$ cat config.mk
export PLATFORM = sky130hd
export DESIGN_NAME = blit_mem_write
export DESIGN_NICKNAME = d
export VERILOG_FILES = /design/src/rtl/blit_mem_write_pkg.sv /design/src/rtl/blit_mem_write.sv
export SDC_FILE = /design/constraint.sdc
export NUM_CORES = 1
export LEC_CHECK = 0
export ABC_AREA = 1
export BUFFER_PORTS_ARGS = -buffer_cell sky130_fd_sc_hd__clkbuf_2
export CAP_MARGIN = 20
export CORE_MARGIN = 5
export CORE_UTILIZATION = 45
export CTS_BUF_LIST = sky130_fd_sc_hd__clkbuf_4 sky130_fd_sc_hd__clkbuf_8
export DETAILED_ROUTE_END_ITERATION = 16
export GPL_TIMING_DRIVEN = 1
export PLACE_DENSITY = 0.73
export REMOVE_ABC_BUFFERS = 1
export SYNTH_ARGS = -nofsm -noshare
export SYNTH_HDL_FRONTEND = slang
export SYNTH_SLANG_ARGS = --single-unit
export TNS_END_PERCENT = 1
$ cat constraint.sdc
create_clock -name clk -period 5.1 [get_ports clk]
set_input_delay 0.255 -clock clk [delete_from_list [all_inputs] [get_ports clk]]
set_output_delay 0.255 -clock clk [all_outputs]
set_load 0.03 [all_outputs]
$ cat src/rtl/blit_mem_write_pkg.sv
`default_nettype none
// blit_mem_write_pkg: state encoding and address-field constants shared by the blitter memory stages.
package blit_mem_write_pkg;

    localparam int BLIT_LINE_WORDS = 16;
    localparam int BLIT_LINE_BYTES = BLIT_LINE_WORDS * 4;

    // Byte address split: [ADDR_W-1:6] line, [5:2] word, [1:0] byte lane
    localparam int BLIT_LINE_LSB = 6;
    localparam int BLIT_WORD_MSB = 5;
    localparam int BLIT_WORD_LSB = 2;
    localparam int BLIT_BYTE_MSB = 1;

    typedef enum logic [2:0] {
        ST_CLEAN = 3'd0,
        ST_DIRTY = 3'd1,
        ST_REQ   = 3'd2,
        ST_DATA  = 3'd3,
        ST_WAIT  = 3'd4
    } blit_state_e;

endpackage
`default_nettype wire

$ cat src/rtl/blit_mem_write.sv
`default_nettype none
// blit_mem_write: merges pixels into a 64-byte write-combining line and
// writes it to SDRAM as a 16-beat masked burst on line change or flush.
module blit_mem_write
    import blit_mem_write_pkg::*;
#(
    parameter int LINE_WORDS = 16,
    parameter int ADDR_W     = 26
) (
    input  logic              clk,
    input  logic              reset,
    input  logic              p4_write,
    input  logic [31:0]       p4_dst_addr,
    input  logic [7:0]        p4_src_data,
    input  logic              flush_req,
    output logic              idle,
    output logic              stall,
    output logic              blitw_sdram_req,
    output logic [ADDR_W-1:0] blitw_sdram_addr,
    input  logic              blitw_sdram_ack,
    input  logic              blitw_sdram_wready,
    output logic [31:0]       blitw_sdram_wdata,
    output logic [3:0]        blitw_sdram_wmask,
    input  logic              blitw_sdram_complete
);

    localparam int LINE_W = ADDR_W - BLIT_LINE_LSB;

    blit_state_e             state_q;
    logic [LINE_W-1:0]       line_addr_q;
    logic [31:0]             data_q [LINE_WORDS];
    logic [LINE_WORDS*4-1:0] mask_q;
    logic [3:0]              rptr_q;
    logic                    req_q;

    logic [LINE_W-1:0]       pix_line;
    logic [3:0]              pix_word;
    logic [1:0]              pix_lane;
    logic [5:0]              pix_byte;
    logic                    line_hit;
    logic                    busy;
    logic                    accept;
    logic                    unused_addr_hi;

    assign pix_line = p4_dst_addr[ADDR_W-1:BLIT_LINE_LSB];
    assign pix_word = p4_dst_addr[BLIT_WORD_MSB:BLIT_WORD_LSB];
    assign pix_lane = p4_dst_addr[BLIT_BYTE_MSB:0];
    assign pix_byte = p4_dst_addr[BLIT_WORD_MSB:0];
    assign unused_addr_hi = ^p4_dst_addr[31:ADDR_W];

    assign line_hit = (pix_line == line_addr_q);
    assign busy     = (state_q == ST_REQ) || (state_q == ST_DATA) || (state_q == ST_WAIT);

    // A line miss stalls in the same cycle so upstream holds the pixel until the line reopens
    assign stall  = p4_write && (busy || ((state_q == ST_DIRTY) && !line_hit));
    assign accept = p4_write && !stall;

    always_ff @(posedge clk) begin
        if (accept) begin
            data_q[pix_word][{pix_lane, 3'b000} +: 8] <= p4_src_data;
        end
    end

    always_ff @(posedge clk) begin
        if (reset) begin
            state_q     <= ST_CLEAN;
            line_addr_q <= '0;
            mask_q      <= '0;
            rptr_q      <= 4'd0;
            req_q       <= 1'b0;
        end else begin
            if (accept) begin
                mask_q[pix_byte] <= 1'b1;
            end
            case (state_q)
                ST_CLEAN: begin
                    if (accept) begin
                        line_addr_q <= pix_line;
                        state_q     <= ST_DIRTY;
                    end
                end
                ST_DIRTY: begin
                    // A same-line pixel arriving with flush is already merged above
                    if ((p4_write && !line_hit) || flush_req) begin
                        req_q   <= 1'b1;
                        state_q <= ST_REQ;
                    end
                end
                ST_REQ: begin
                    if (blitw_sdram_ack) begin
                        req_q   <= 1'b0;
                        rptr_q  <= 4'd0;
                        state_q <= ST_DATA;
                    end
                end
                ST_DATA: begin
                    if (blitw_sdram_wready) begin
                        rptr_q <= rptr_q + 4'd1;
                        if (rptr_q == 4'(LINE_WORDS - 1)) begin
                            mask_q  <= '0;
                            state_q <= blitw_sdram_complete ? ST_CLEAN : ST_WAIT;
                        end
                    end
                end
                ST_WAIT: begin
                    if (blitw_sdram_complete) begin
                        state_q <= ST_CLEAN;
                    end
                end
                default: begin
                    state_q <= ST_CLEAN;
                end
            endcase
        end
    end

    assign idle              = (state_q == ST_CLEAN);
    assign blitw_sdram_req   = req_q;
    assign blitw_sdram_addr  = {line_addr_q, {BLIT_LINE_LSB{1'b0}}};
    assign blitw_sdram_wdata = data_q[rptr_q];
    assign blitw_sdram_wmask = (state_q == ST_DATA) ? mask_q[{rptr_q, 2'b00} +: 4] : 4'b0000;

endmodule
`default_nettype wire

==> impl_metrics.yaml, run 1 <==
clock_network:
  cts-resized-gates: 0
  cts_buffer_depth: 3
  clock-sinks: 608
  cts_buffers: 98
  path_clk_slew_ns: 0.06
  cts_tree: "yes"
  cts_max_level: 3
  cts_root_buffer: "clkbuf_8"
  cts_setup_buffers: 0
  clock_latency_ns: 0.71
detailed_routing:
  ant_nets: 0
  wl_per_cell_um: 19.1
  dr.pass1.iters: 5
  drt_iter0_markers: 1513
  wirelength_um: 61000
  num_vias: 17300
  viasPerCell: 5.40
  drc_errors: 0
critical_path:
  worstPathMaxFanout: 54
  worstPathRequired_ns: 4.85
  cp_data_arrival_time_ns: 3.50
  cp-start-kind: "register"
  cp-end-kind: "output port"
  worstSetupPathType: "register to output port"
power_and_ir_drop:
  p_leak_nw: 10.0
  vdd_ir_drop_max_v: 0.000326
  power.density_mw_per_mm2: 469
finish:
  insertedDiodeCount: 0
  finalNetCount: 2410
  design_area_mm2: 0.0295
  fill_cells: 4809
  layout-drive-gt1-share: 0.178
  multiInputGateArea_mm2: 0.00711
  regArea_mm2: 0.0173
  final_cells: 3199
  syn2layout_area_growth_pct: 12.9
grt:
  grt_pass1_wl_um: 93800
  grt_usage: 0.187
  antenna_found_initial: 1
  grt_start_max_net_pins: 90
  grt-ovfl-total: 0
  grt_pass1_vias: 17100
timing:
  max_slew_margin: 0.255
  rsz0062_at_grt: "false"
  worstMarginPinSlew_ns: 1.12
  fin_crit_sh: 0.737
  setup_viol: 0
  finalHoldViolations: 0
  report.final.slew_viol_count: 0
  fin_skew_ns: 0.0445
  holdWs_ns: 0.0893
  fin_tns_setup_ns: 0
  max_freq_mhz: 266
  period_minus_slack_ns: 3.76
run:
  max-cap-violations: 0
placed_design:
  dp_hpwl_um: 36800
  placed_cells: 2985
  gp_congestion: 0.816
  portBuffers: 99
  dpl-instance-area_mm2: 0.0271
status:
  status: "complete, no violations"
floorplan:
  ioPinCount: 112
  die_area_mm2: 0.0629
  core_area_mm2: 0.0576
  fp.dieH_um: 251
  rows: 88
  start_util: 0.453
  die_x_um: 251
yosys:
  ys_seq_area_frac: 0.663
  synth_warnings: 0
  ys_ff_latch: 608
  syn_avg_cell_area_um2: 11.7
  postSynthCellCount: 2232
  synthesis.area_mm2: 0.0261
  yosysUniqueCellTypes: 34
min_path:
  hold_class: "input pin to register"
## Yosys cell counts (all sizes together)
cell type | instances | share of area
edfxtp | 512 | 0.59
inv | 274 | 0.039
a21oi | 249 | 0.056
o21ai | 219 | 0.042
nand2 | 203 | 0.035
nor2 | 184 | 0.027
mux2i | 128 | 0.049
o211ai | 128 | 0.037
dfxtp | 96 | 0.074
clkbuf | 72 | 0.010
buf | 64 | 0.017
nand3 | 64 | 0.013
nor3 | 11 | 0.0025
ha | 6 | 0.0029
a31oi | 5 | 0.0012
nand4 | 5 | 0.0012
xnor2 | 4 | 0.0013
clkinv | 2 | 0.00029
xor2 | 2 | 0.00067
a211oi | 1 | 0.00029
conb | 1 | 0.00014
o31ai | 1 | 0.00048
or2 | 1 | 0.00034
## layout by cell type, fill, tap and decap left out, types with 7 or more instances in the layout
master and instances:
clkbuf_4 31, o21ai_0 218, nor3_2 7, nand3_1 63, nand2_1 141, clkinv_1 19, clkbuf_8 112, nand2_2 62
a21oi_1 189, mux2i_1 128, clkbuf_2 99, inv_1 271, dlygate4sd3_1 24, nor2_1 182, buf_4 25, o211ai_1 128
a21oi_2 60, dfxtp_1 93, edfxtp_1 512, clkinv_2 9
## worst paths after layout
check / startpoint / to / slack (ns) / cells after the start
worst max-delay path: register / blitw_sdram_wdata[20] / 1.34 / 8
worst min-delay path: p4_src_data[0] / data_q[1][24] / 0.09 / 3
worst max register to register: line_addr_q[18] / data_q[11][5] / 2.10 / 12
worst min register to register: mask_q[19] / mask_q[19] / 0.46 / 2
## cell families after synthesis
| kind of cell | synth area share |
|---|---|
| xor gates and xnor gates | 0.00201 |
| other | 0.000144 |
| buffers and inverters | 0.0673 |
| muxes | 0.0491 |
| and+or+nand+nor | 0.0788 |
| AOI/OAI and AO/OA | 0.137 |
| DFF | 0.663 |
| adders and majority gates | 0.00288 |
## per-stage QoR
stage / setup WS, ns / total power, mW / utilization
after global routing: 1.06 / 14.5 / 0.512
after floorplan: -4.42 / 8.59 / -
after CTS: 1.27 / 13.9 / 0.510
after detailed placement: 1.84 / 9.58 / 0.470
after global placement: 2.03 / 9.47 / 0.470
final: 1.34 / 13.8 / 0.512
## power breakdown
group | leakage (nW) | total, mW | internal, mW | switching (mW)
Combinational | 3.63 | 3.80 | 1.20 | 2.60
Clock | 1.07 | 4.31 | 2.37 | 1.94
Sequential | 5.32 | 5.71 | 5.50 | 0.205
Total | 10.0 | 13.8 | 9.07 | 4.75
## sequential cells by signal (all words and copies together) (netlist names), named ones only
| name | count |
|---|---|
| blitw_sdram_req | 1 |
| state_q | 3 |
| data_q | 512 |
| mask_q | 64 |
| rptr_q | 4 |
| line_addr_q | 20 |
## metal layers
metal,part of all wire,routed length (µm),global-route usage,vias to the layer above
li1,-,-,-,8113
met1,0.40,24600,0.244,8326
met2,0.49,29700,0.310,692
met3,0.080,4900,0.0456,147
met4,0.029,1800,0.0635,2
met5,0.00031,19,0,-
## what timing repair did
item	4_1_cts	5_1_grt
hold buffers	24	0
endpoints found under the hold margin	24	0
setup endpoints to repair	0	0
## critical path, cell delays in order (launching register included)
cell	delay (ns)
dfxtp_4	0.60
buf_4	0.56
buf_4	0.63
a21oi_1	0.08
o21ai_0	0.12
o21ai_0	0.13
o211ai_1	0.32
nand2_1	0.15
clkbuf_2	0.21
## layout make-up
class,instances,area share
Clock buffer,141,0.0593
Clock inverter,36,0.00934
Inverter,276,0.0352
Multi-Input combinational cell,1217,0.241
Sequential cell,608,0.587
Tap cell,765,0.0325
Timing Repair Buffer,156,0.0352
Note: power is estimated with default switching activity, not from simulation.
==> run 2, diff against run 1 <==
--- a/config.mk
+++ b/config.mk
@@ -5,7 +5,7 @@
 export SDC_FILE = /design/constraint.sdc
 export NUM_CORES = 1
 export LEC_CHECK = 0
-export ABC_AREA = 1
+export ABC_AREA = 0
 export BUFFER_PORTS_ARGS = -buffer_cell sky130_fd_sc_hd__clkbuf_2
 export CAP_MARGIN = 20
 export CORE_MARGIN = 5
@@ -13,7 +13,7 @@
 export CTS_BUF_LIST = sky130_fd_sc_hd__clkbuf_4 sky130_fd_sc_hd__clkbuf_8
 export DETAILED_ROUTE_END_ITERATION = 16
 export GPL_TIMING_DRIVEN = 1
-export PLACE_DENSITY = 0.73
+export PLACE_DENSITY = 0.76
 export REMOVE_ABC_BUFFERS = 1
 export SYNTH_ARGS = -nofsm -noshare
 export SYNTH_HDL_FRONTEND = slang
==> constraint.sdc (replaced) <==
create_clock -name clk -period 3 [get_ports clk]
set_input_delay 0.15 -clock clk [delete_from_list [all_inputs] [get_ports clk]]
set_output_delay 0.15 -clock clk [all_outputs]
set_load 0.03 [all_outputs]
==> run 2 against run 1 <==
Register-to-register slack got worse by 1.6 ns. Critical endpoint is now blitw_sdram_wdata[9]. Count of clock-buffer cells in the layout increased by 1. Wire length decreased by 18%. Non-clock buffer count increased by 21. Largest power group unchanged. Die area decreased by 7.0%.
==> impl_metrics.yaml, run 2 <==
yosys:
  yosysMostFrequentCell: "edfxtp_1"
  yosys.area.top_type: "edfxtp_1"
  ys_top_cells_by_area: "edfxtp_1 64%, mux4_2 17%, dfxtp_1 7.9%"
  syn_avg_cell_area_um2: 19.6
  ys_seq_area_frac: 0.715
  postSynthCellCount: 1232
  synthArstFlopShare: 0
  synth-main-ff-cell: "edfxtp_1"
  ys_ff_latch: 608
  yosysUniqueCellTypes: 45
  synthTopCellsByCount: "512 x edfxtp_1, 180 x mux4_2, 96 x dfxtp_1"
  synthesis.area_mm2: 0.0242
  yosysTopAreaCellShare: 0.636
  synth_warnings: 0
  synth_edf_count: 512
power_and_ir_drop:
  p_leak_nw: 9.01
  finalPower_mw: 16.7
  power.density_mw_per_mm2: 596
  vdd_ir_drop_max_v: 0.000352
min_path:
  hold_class: "input pin to register"
placed_design:
  gp_congestion: 0.801
  placed_cells: 1988
  portBuffers: 99
  dp_hpwl_um: 32400
  preCtsSetupSlack_ns: 0.504
status:
  status: "complete, no violations"
clock_network:
  cts_max_level: 3
  cts_root_buffer: "clkbuf_8"
  cts_buffers: 95
  clock_latency_ns: 0.65
  cts_tree: "yes"
  cts_buffer_depth: 3
  path_clk_slew_ns: 0.06
  clock-sinks: 608
floorplan:
  die_area_mm2: 0.0585
  die_x_um: 242
  rows: 85
  ioPinCount: 112
  fp.dieH_um: 242
  core_area_mm2: 0.0535
  start_util: 0.452
detailed_routing:
  drt_iter0_markers: 906
  num_vias: 12500
  dr.pass1.iters: 5
  drc_errors: 0
  viasPerCell: 5.67
  wl_per_cell_um: 22.8
  ant_nets: 0
  wirelength_um: 50200
critical_path:
  cp-start-kind: "register"
  crit_end: "blitw_sdram_wdata[9]"
  cp-end-kind: "output port"
  rrSetupSlack_ns: 0.50
  r2r_cells: 7
  worstPathRequired_ns: 2.85
  cp_data_arrival_time_ns: 2.76
  worstPathMaxFanout: 16
  worstSetupPathType: "register to output port"
  rr_startpoint: "line_addr_q[18]"
  r2r-end: "data_q[5][0]"
timing:
  max_freq_mhz: 343
  period_minus_slack_ns: 2.91
  report.final.slew_viol_count: 0
  holdWs_ns: 0.0514
  max_slew_margin: 0.320
  fin_skew_ns: 0.0238
  finalHoldViolations: 0
  fin_crit_sh: 0.971
  setup_viol: 0
  worstMarginPinSlew_ns: 1.01
  worst_slack_ns: 0.0872
finish:
  syn2layout_area_growth_pct: 15.7
  final_cell_mix: "512 x edfxtp_1, 180 x mux4_2, 108 x clkbuf_8, 94 x clkbuf_2, 92 x dfxtp_1"
  top_register: "data_q"
  final_common_cell: "edfxtp_1"
  final_cells: 2203
  largest_reg_flops: 512
  finalNetCount: 1488
  fill_cells: 4087
  layout-drive-gt1-share: 0.329
  reg.largest.list: "data_q (512), mask_q (64), line_addr_q (20)"
grt:
  grt_usage: 0.168
  grt-ovfl-total: 0
  grt_pass1_vias: 13000
  grt_pass1_wl_um: 76500
  grt_start_max_net_pins: 65
  antenna_found_initial: 4
run:
  max-cap-violations: 0
==> run 2: through the flow <==
| stage | area [µm²] | setup TNS, ns | utilization |
|---|---|---|---|
| floorplan | 23800 | -154.80 | - |
| global placement | 25600 | 0 | 0.478 |
| detailed placement | 25600 | 0 | 0.478 |
| CTS | 27900 | -0.0710 | 0.521 |
| global route | 28000 | -0.0133 | 0.523 |
| finish | 28000 | 0 | 0.523 |
==> run 2: critical path, stage by stage (launching register included) <==
cell	delay (ns)
dfxtp_4	0.45
buf_4	0.17
buf_16	0.17
mux4_2	0.54
mux4_2	0.56
buf_2	0.22
==> run 2: metal layers <==
layer	GRT usage	share of wire	wire (µm)
met5	0	0.00072	36
met4	0.0611	0.030	1490
met3	0.0444	0.070	3540
met2	0.284	0.52	25900
met1	0.212	0.38	19200
==> run 2: layout make-up <==
class / instances / area (µm²) / share of cell area
antenna: 1 / 2.50 / 0.0000894
clock buffer: 142 / 1720 / 0.0613
clock inverter: 26 / 148 / 0.00527
inverter: 6 / 22.5 / 0.000805
multi-input combinational: 547 / 6540 / 0.234
sequential: 608 / 17300 / 0.618
tap: 696 / 871 / 0.0311
timing repair buffer: 177 / 1390 / 0.0496
==> run 2: power breakdown <==
group / leakage (nW) / internal [mW] / switching (mW)
Sequential: 5.20 / 9.19 / 0.0447
Combinational: 2.81 / 0.219 / 0.467
Clock: 1.00 / 3.73 / 3.03
Total: 9.01 / 13.1 / 3.55
==> run 2: how the worst min path moves through the flow <==
stage	start	to	cells past startpoint	slack [ns]
global placement	blitw_sdram_complete	state_q[2]	2	0.35
finish	reset	line_addr_q[9]	3	0.05
CTS	reset	line_addr_q[19]	3	0.002
global route	reset	line_addr_q[6]	3	0.02
detailed placement	blitw_sdram_complete	state_q[2]	2	0.35
floorplan	reset	line_addr_q[0]	1	0.22
==> run 2: cells by family after synthesis <==
| group | count (synthesis) | synth area share |
|---|---|---|
| XOR/XNOR | 20 | 0.00724 |
| multiplexers | 180 | 0.168 |
| AO/OA/AOI/OAI | 103 | 0.0326 |
| buffers and inverters | 82 | 0.0158 |
| adder cells (fa/ha/maj) | 6 | 0.00310 |
| flip-flops | 608 | 0.715 |
| AND/OR/NAND/NOR | 232 | 0.0585 |
| other | 1 | 0.000155 |
==> run 2: repair_timing <==
action / CTS / global route
setup buffers: 1 / 6
hold buffers: 36 / 0
cloned: 1 / 2
resized for setup: 11 / 1
setup endpoints to repair: 32 / 25
endpoints found under the hold margin: 24 / 0
